==> config.mk <==
export PLATFORM = sky130hd
export DESIGN_NAME = simple_multicycle_ctrl
export DESIGN_NICKNAME = d
export VERILOG_FILES = /design/src/rtl/simple_multicycle_ctrl_pkg.sv /design/src/rtl/simple_multicycle_ctrl.sv
export SDC_FILE = /design/constraint.sdc
export NUM_CORES = 1
export LEC_CHECK = 0
export CELL_PAD_IN_SITES_DETAIL_PLACEMENT = 0
export CELL_PAD_IN_SITES_GLOBAL_PLACEMENT = 1
export CORE_MARGIN = 1.5
export CORE_UTILIZATION = 33
export DETAILED_ROUTE_END_ITERATION = 6
export PLACE_DENSITY_LB_ADDON = 0.12
export SLEW_MARGIN = 10
export SYNTH_ARGS = -nofsm -noshare
export SYNTH_HDL_FRONTEND = slang
export SYNTH_SLANG_ARGS = --single-unit
==> constraint.sdc <==
create_clock -name clk_i -period 1.65 [get_ports clk_i]
set_input_delay 0.2475 -clock clk_i [delete_from_list [all_inputs] [get_ports clk_i]]
set_output_delay 0.2475 -clock clk_i [all_outputs]
set_load 0.03 [all_outputs]
==> src/rtl/simple_multicycle_ctrl_pkg.sv <==
// rtl/simple_multicycle_ctrl_pkg.sv - shared encodings for the multicycle controller
package simple_multicycle_ctrl_pkg;

    typedef enum logic [3:0] {
        ST_INIT      = 4'd0,
        ST_FETCH     = 4'd1,
        ST_DECODE    = 4'd2,
        ST_MEM_ADDR  = 4'd3,
        ST_MEM_READ  = 4'd4,
        ST_MEM_WB    = 4'd5,
        ST_MEM_WRITE = 4'd6,
        ST_R_EXEC    = 4'd7,
        ST_R_WB      = 4'd8,
        ST_I_EXEC    = 4'd9,
        ST_I_WB      = 4'd10,
        ST_BRANCH    = 4'd11,
        ST_JUMP      = 4'd12
    } state_e;

    localparam logic [5:0] OP_RTYPE = 6'h00;
    localparam logic [5:0] OP_J     = 6'h02;
    localparam logic [5:0] OP_BEQ   = 6'h04;
    localparam logic [5:0] OP_ADDI  = 6'h08;
    localparam logic [5:0] OP_SLTI  = 6'h0A;
    localparam logic [5:0] OP_LW    = 6'h23;
    localparam logic [5:0] OP_SW    = 6'h2B;

    typedef enum logic [1:0] {
        ALU_ADD   = 2'b00,
        ALU_SUB   = 2'b01,
        ALU_FUNCT = 2'b10,
        ALU_SLT   = 2'b11
    } alu_op_e;

    typedef enum logic [1:0] {
        SRCB_REG     = 2'b00,
        SRCB_FOUR    = 2'b01,
        SRCB_IMM     = 2'b10,
        SRCB_IMM_SH2 = 2'b11
    } alu_src_b_e;

    typedef enum logic [1:0] {
        PCSRC_ALU    = 2'b00,
        PCSRC_ALUOUT = 2'b01,
        PCSRC_JUMP   = 2'b10,
        PCSRC_RSVD   = 2'b11
    } pc_source_e;

endpackage

==> src/rtl/simple_multicycle_ctrl.sv <==
// rtl/simple_multicycle_ctrl.sv - multicycle CPU control FSM with retire counter
// Ports:
//   clk_i, rst_i (async, active-low)
//   instr_op_i, mem_ready_i           : opcode from IR, memory handshake
//   pc_write_o, pc_write_cond_o, pc_source_o, i_or_d_o, mem_read_o,
//   mem_write_o, ir_write_o, reg_dst_o, mem_to_reg_o, reg_write_o,
//   alu_src_a_o, alu_src_b_o, alu_op_o : datapath controls
//   illegal_o (sticky), instr_count_o (retired instructions, wraps)
module simple_multicycle_ctrl
    import simple_multicycle_ctrl_pkg::*;
#(
    parameter int CNT_W = 32
) (
    input  logic             clk_i,
    input  logic             rst_i,
    input  logic [5:0]       instr_op_i,
    input  logic             mem_ready_i,
    output logic             pc_write_o,
    output logic             pc_write_cond_o,
    output logic [1:0]       pc_source_o,
    output logic             i_or_d_o,
    output logic             mem_read_o,
    output logic             mem_write_o,
    output logic             ir_write_o,
    output logic             reg_dst_o,
    output logic             mem_to_reg_o,
    output logic             reg_write_o,
    output logic             alu_src_a_o,
    output logic [1:0]       alu_src_b_o,
    output logic [1:0]       alu_op_o,
    output logic             illegal_o,
    output logic [CNT_W-1:0] instr_count_o
);

    state_e           state_q, state_d;
    logic             illegal_q, illegal_d;
    logic [CNT_W-1:0] cnt_q, cnt_d;
    logic             retire;

    // Next-state, retire and sticky-flag logic.
    always_comb begin
        state_d   = state_q;
        illegal_d = illegal_q;
        retire    = 1'b0;
        case (state_q)
            ST_INIT:  state_d = ST_FETCH;
            ST_FETCH: if (mem_ready_i) state_d = ST_DECODE;
            ST_DECODE: begin
                case (instr_op_i)
                    OP_RTYPE:        state_d = ST_R_EXEC;
                    OP_ADDI, OP_SLTI: state_d = ST_I_EXEC;
                    OP_LW, OP_SW:    state_d = ST_MEM_ADDR;
                    OP_BEQ:          state_d = ST_BRANCH;
                    OP_J:            state_d = ST_JUMP;
                    default: begin
                        // Unknown opcode: abandon the instruction without retiring it.
                        state_d   = ST_FETCH;
                        illegal_d = 1'b1;
                    end
                endcase
            end
            ST_MEM_ADDR: begin
                if (instr_op_i == OP_LW)      state_d = ST_MEM_READ;
                else if (instr_op_i == OP_SW) state_d = ST_MEM_WRITE;
                else                          state_d = ST_FETCH;
            end
            ST_MEM_READ: if (mem_ready_i) state_d = ST_MEM_WB;
            ST_MEM_WRITE: begin
                if (mem_ready_i) begin
                    state_d = ST_FETCH;
                    retire  = 1'b1;
                end
            end
            ST_R_EXEC: state_d = ST_R_WB;
            ST_I_EXEC: state_d = ST_I_WB;
            ST_MEM_WB, ST_R_WB, ST_I_WB, ST_BRANCH, ST_JUMP: begin
                state_d = ST_FETCH;
                retire  = 1'b1;
            end
            default: state_d = ST_INIT;
        endcase
        cnt_d = retire ? cnt_q + CNT_W'(1) : cnt_q;
    end

    always_ff @(posedge clk_i or negedge rst_i) begin
        if (!rst_i) begin
            state_q   <= ST_INIT;
            illegal_q <= 1'b0;
            cnt_q     <= '0;
        end else begin
            state_q   <= state_d;
            illegal_q <= illegal_d;
            cnt_q     <= cnt_d;
        end
    end

    // Output decode from the state register; because state resets
    // asynchronously, every strobe drops the moment reset asserts.
    always_comb begin
        pc_write_o      = 1'b0;
        pc_write_cond_o = 1'b0;
        pc_source_o     = PCSRC_ALU;
        i_or_d_o        = 1'b0;
        mem_read_o      = 1'b0;
        mem_write_o     = 1'b0;
        ir_write_o      = 1'b0;
        reg_dst_o       = 1'b0;
        mem_to_reg_o    = 1'b0;
        reg_write_o     = 1'b0;
        alu_src_a_o     = 1'b0;
        alu_src_b_o     = SRCB_REG;
        alu_op_o        = ALU_ADD;
        case (state_q)
            ST_FETCH: begin
                mem_read_o  = 1'b1;
                alu_src_b_o = SRCB_FOUR;
                // IR and PC only load on the cycle the fetch completes.
                ir_write_o  = mem_ready_i;
                pc_write_o  = mem_ready_i;
            end
            ST_DECODE: alu_src_b_o = SRCB_IMM_SH2;
            ST_MEM_ADDR: begin
                alu_src_a_o = 1'b1;
                alu_src_b_o = SRCB_IMM;
            end
            ST_MEM_READ: begin
                mem_read_o = 1'b1;
                i_or_d_o   = 1'b1;
            end
            ST_MEM_WRITE: begin
                mem_write_o = 1'b1;
                i_or_d_o    = 1'b1;
            end
            ST_MEM_WB: begin
                reg_write_o  = 1'b1;
                mem_to_reg_o = 1'b1;
            end
            ST_R_EXEC: begin
                alu_src_a_o = 1'b1;
                alu_op_o    = ALU_FUNCT;
            end
            ST_R_WB: begin
                reg_write_o = 1'b1;
                reg_dst_o   = 1'b1;
            end
            ST_I_EXEC: begin
                alu_src_a_o = 1'b1;
                alu_src_b_o = SRCB_IMM;
                alu_op_o    = (instr_op_i == OP_SLTI) ? ALU_SLT : ALU_ADD;
            end
            ST_I_WB: reg_write_o = 1'b1;
            ST_BRANCH: begin
                alu_src_a_o     = 1'b1;
                alu_op_o        = ALU_SUB;
                pc_write_cond_o = 1'b1;
                pc_source_o     = PCSRC_ALUOUT;
            end
            ST_JUMP: begin
                pc_write_o  = 1'b1;
                pc_source_o = PCSRC_JUMP;
            end
            default: ;
        endcase
    end

    assign illegal_o     = illegal_q;
    assign instr_count_o = cnt_q;

endmodule

Word level (Yosys, flattened, before mapping)
Index checks and enable logic that the tools add are counted.
{"block": "totals", "out_inout_bits": 49, "memories": 0, "in_bits": 9, "reg_bits": 37, "ram_bits": 0, "rom_bits": 0, "elab_cells": 63, "latchBits": 0}
{"block": "op_classes", "div_mod_pow": 0, "shift": 0, "n_lt_le_gt_ge": 0, "n_mux": 23, "add_sub_neg": 1, "bitwise_logic": 1, "eq_ne": 21, "reduce_logical": 14, "mul": 0}
{"op": "$add 32x1->32 const B", "count": 1}
{"op": "$pmux 4 s8", "count": 1}
{"op": "$eq 4x4->1 const B", "count": 5}
{"op": "$pmux 4 s5", "count": 1}
{"op": "$eq 4x3->1 const B", "count": 4}
{"op": "$eq 6x4->1 const B", "count": 2}
{"op": "$eq 6x6->1 const B", "count": 2}
{"op": "$mux 4", "count": 3}
{"op": "$pmux 2 s3", "count": 2}
{"op": "$mux 1", "count": 10}
{"op": "$reduce_or 2->1", "count": 5}
{"op": "$eq 4x2->1 const B", "count": 2}
{"op": "$reduce_or 7->1", "count": 1}
{"op": "$eq 6x2->1 const B", "count": 1}
{"op": "$eq 6x3->1 const B", "count": 1}
{"op": "$logic_not 6->1", "count": 1}
{"op": "$mux 3", "count": 2}
{"op": "$ne 2x2->1 const B", "count": 3}
{"op": "$reduce_or 6->1", "count": 1}
{"op": "$reduce_or 5->1", "count": 1}
{"op": "$eq 4x1->1 const B", "count": 1}
{"op": "$logic_not 4->1", "count": 1}
{"op": "$pmux 1 s2", "count": 2}
{"op": "$pmux 2 s2", "count": 1}
{"op": "6 further kinds", "count": 6}

Longest topological paths before layout
{"block": "depth", "word_depth": 4, "depth_mapped": 7, "ltp_nobuf": 5}

Least setup slack after synthesis
Ideal clock, no wire load.
{"block": "synth_path", "path_type": "register -> output", "start": "register state_q[1]", "end": "output pc_write_o", "path_buffers": 0, "arrival_ns": 2.273, "path_stages_with_launch": 5, "required_ns": 1.402, "path_slack_ns": -0.871, "path_cell_list": "dfrtp_1 -> inv_1 -> nand2_1 -> nor4b_1 -> or2_2"}
{"block": "synth_between", "elab_chain_len": 2, "elab_cells_between_ends": 3, "classes_between": "2 x eq/ne; 1 x mux"}
{"element": "start, declared", "line_no": "simple_multicycle_ctrl.sv:35", "rtl": "state_e state_q, state_d;"}
{"element": "start signal, assigned", "line_no": "simple_multicycle_ctrl.sv:91", "rtl": "state_q <= state_d;"}
{"element": "$eq 4x4->1 or $eq 4x1->1 (tied branches)", "line_no": "simple_multicycle_ctrl.sv:113", "rtl": "case (state_q)"}
{"element": "$pmux 1 s2 (*)", "line_no": "simple_multicycle_ctrl.sv:113"}
{"element": "end, declared", "line_no": "simple_multicycle_ctrl.sv:18", "rtl": "output logic pc_write_o,"}
Mark *: on every way between the ends. The rest lies on a longest branch, timed or not.

Worst setup path after layout
{"block": "layout_path", "start": "register state_q[3]", "end": "output pc_write_o"}
Same word-level chain as after synthesis.

==> flow_metrics.py <==
metrics = {
    "run_status": {
        "outcome": "finished, violations left",
        "violations": "negative setup slack",
    },
    "power_and_ir_drop": {
        "intPower_uw": 2380,
        "p_clk_frac": 0.166,
        "p_sw_frac": 0.399,
        "power_uw": 3960,
        "p_leak_uw": 0.00219,
        "peakVddDrop_mv": 1.01,
        "combPwrFrac": 0.563,
        "p_sw_uw": 1580,
        "power_density_nw_per_um2": 937,
        "seqPwrFrac": 0.271,
    },
    "synth": {
        "synth-compound-area-share": 0.0980,
        "syn_area_um2": 2180,
        "ys_async_sr_fraction": 1.00,
        "synth_most_common_cell": "dfrtp_1",
        "netlist_instances": 221,
        "synth_top_family_by_area": "simple AND/OR/NAND/NOR gates",
        "syn_nets": 231,
        "synth_edf_count": 0,
        "synth_top_area_share": 0.424,
        "yosys_warnings": 0,
        "synthFlopType": "dfrtp_1",
        "yosys.area.top_type": "dfrtp_1",
        "yosysUniqueCellTypes": 49,
        "synth_common_cells": "dfrtp_1 (37), nand2_1 (21), nor2_1 (17), xor2_1 (17), xnor2_1 (16)",
        "synthSimpleGateAreaFrac": 0.285,
        "ys_ff_latch": 37,
        "synthXorXnorAreaFrac": 0.132,
        "synthMuxAreaShare": 0.0103,
        "avgSynthCellArea_um2": 9.88,
        "synth_fa_ha_area_frac": 0.00573,
        "synthTopCellsByArea": "dfrtp_1 (42%), xor2_1 (6.8%), xnor2_1 (6.4%)",
        "synth-seq-area-share": 0.424,
    },
    "sta": {
        "slew_violations": 0,
        "rsz0062_at_grt": "true",
        "hold_violations": 0,
        "maxSlewHeadroom": 0.724,
        "setup_viol": 37,
        "clock_skew_ps": 10.4,
        "max_freq_ghz": 0.544,
        "setup_tns_ps": -2990,
        "tightest_slew_ps": 408,
        "min_period_ps": 1840,
        "fin_ws_ps": -187,
        "post-route-period-util": 1.11,
    },
    "place": {
        "dp_hpwl_um": 4570,
        "port-buffer-count": 57,
        "place_congestion": 0.762,
        "place_ws_ps": -415,
    },
    "detailed_routing": {
        "drtIter0Drc": 96,
        "drc_errors": 0,
        "vias": 2250,
        "wirelength_um": 7030,
        "dr.pass1.iters": 5,
        "via_per_inst": 5.02,
        "ant_nets": 0,
        "post_drt_wl_per_cell_um": 15.7,
    },
    "setup_path": {
        "worstPathArrival_ps": 1590,
        "critical_path.cell_chain": "buf_6, buf_8, nor4b_4, or2_4, buf_6",
        "critPathLaunchType": "flop",
        "max_stage_delay_ps": 430,
        "worstPathMaxFanout": 5,
        "crit_top_cell": "buf_6",
        "crit_type": "flop to output pin",
        "crit_path_top_delay_cell": "dfrtp_2",
        "critical_path_required_ps": 1400,
        "crit_path_end_kind": "output pin",
        "crit_family": "simple AND/OR/NAND/NOR gates",
        "cp.buffers_inverters": 3,
    },
    "clock_tree": {
        "clock_sinks": 37,
        "cts.path.max_buffers": 2,
        "cts_tree": "yes",
        "cts_made_buffers": 5,
        "cts-root-buf": "clkbuf_8",
        "clkTransAtPathRegs_ps": 90,
        "htree_levels": 2,
        "worstSkewPairLatency_ps": 300,
    },
    "grt": {
        "overflow": 0,
        "grt_max_degree": 16,
        "grt_pass1_wl_um": 11400,
        "grt.total_usage": 0.201,
        "grt_pass1_vias": 2308,
        "antenna_found_initial": 0,
    },
    "floorplanning": {
        "core_area_um2": 6390,
        "die-width_um": 84.3,
        "die_area_um2": 7110,
        "rows": 29,
        "ios": 58,
        "initial_core_util": 0.342,
        "fp.dieH_um": 84.3,
    },
    "final_layout": {
        "nets": 380,
        "fill_cells": 520,
        "drive_gt1_frac": 0.555,
        "area_growth_pct": 93.5,
        "diodes": 0,
    },
    "worst_hold_path": {
        "holdCritPathClass": "input port to asynchronous set/reset pin",
    },
    "run": {
        "cap_viol_max_count": 0,
    },
}
## placed cells by master (no fill, tap or decap), drive strengths merged, types with 3 or more instances in the layout
master,netlist,routed
nand3,9,9
clkbuf,2,6
and4,3,3
and2,3,3
dlygate4sd2,0,25
xnor2,16,16
a21oi,8,8
o21ai,6,6
nor3,15,15
inv,7,7
nor2,17,17
dfrtp,37,37
nor4,8,8
nor4b,3,3
nand4,8,8
clkdlybuf4s50,0,6
nand2,21,21
nand2b,3,3
or2,4,4
dlymetal6s2s,0,7
xor2,17,17
buf,7,109
## final timing paths
check,from,endpoint,slack [ps],cells after the start
setup / recovery,state_q[3]$_DFFE_PN0P_,pc_write_o,-190,5
hold / removal,rst_i,instr_count_o[25]$_DFFE_PN0P_,390,2
setup reg to reg,state_q[3]$_DFFE_PN0P_,instr_count_o[6]$_DFFE_PN0P_,-180,7
hold reg to reg,instr_count_o[31]$_DFFE_PN0P_,instr_count_o[31]$_DFFE_PN0P_,490,1
max in group asynchronous,rst_i,instr_count_o[12]$_DFFE_PN0P_,700,3
min in group clk_i,instr_op_i[0],state_q[1]$_DFFE_PN0P_,490,5
## per-layer routing
layer / GRT usage / wire length, um / part of all wire / vias to the layer above
met2: 0.340 / 3540 / 0.50 / 47
met1: 0.268 / 3190 / 0.45 / 1114
met4: 0.0484 / 62 / 0.0088 / 0
met5: 0 / 0 / 0 / -
met3: 0.0354 / 236 / 0.034 / 5
li1: - / - / - / 1084
## layout make-up
cell class,instances,area [um^2],area share
clock buffer,5,68.8,0.0163
clock inverter,3,17.5,0.00415
inverter,7,31.3,0.00740
multi-input combinational,168,1590,0.377
sequential,37,940,0.222
tap,77,96.3,0.0228
timing repair buffer,151,1480,0.350
## power by group through the flow
stage	combinational, uW	clock (uW)	sequential (uW)
2_1_floorplan	832	0	1160
3_3_place_gp	1550	0	1090
3_5_place_dp	1550	0	1090
4_1_cts	1890	677	1070
5_1_grt	2350	722	1090
6_report	2230	657	1070
## through the flow
| step | hold slack, ps | instances | area [um^2] | util |
|---|---|---|---|---|
| 2_1_floorplan | -48.1 | 221 | 2280 | - |
| 3_3_place_gp | 180 | 408 | 3320 | 0.519 |
| 3_5_place_dp | 184 | 408 | 3320 | 0.519 |
| 4_1_cts | 394 | 439 | 3930 | 0.615 |
| 5_1_grt | 426 | 448 | 4230 | 0.662 |
| 6_report | 389 | 448 | 4230 | 0.662 |
## registers in the layout (all words and copies together), names as in the netlist
register and cells:
state_q 4, instr_count_o 32, illegal_o 1
## repair_timing
item,in CTS,in global routing
gates cloned,1,0
hold endpoints to repair,13,0
setup buffers,21,9
endpoints found under the setup margin,59,57
gates resized for setup,112,53
hold buffers,1,0
pin swaps,46,32
## logic make-up (layout without fill, tap and decap cells)
logic type / after synthesis / after routing
and+or+nand+nor: 105 / 105
adders and majority gates: 1 / 1
DFF: 37 / 37
buffers and inverters: 16 / 166
AOI/OAI and AO/OA: 27 / 27
muxes: 2 / 2
xor gates and xnor gates: 33 / 33
Power figures use the tool's default switching activity.
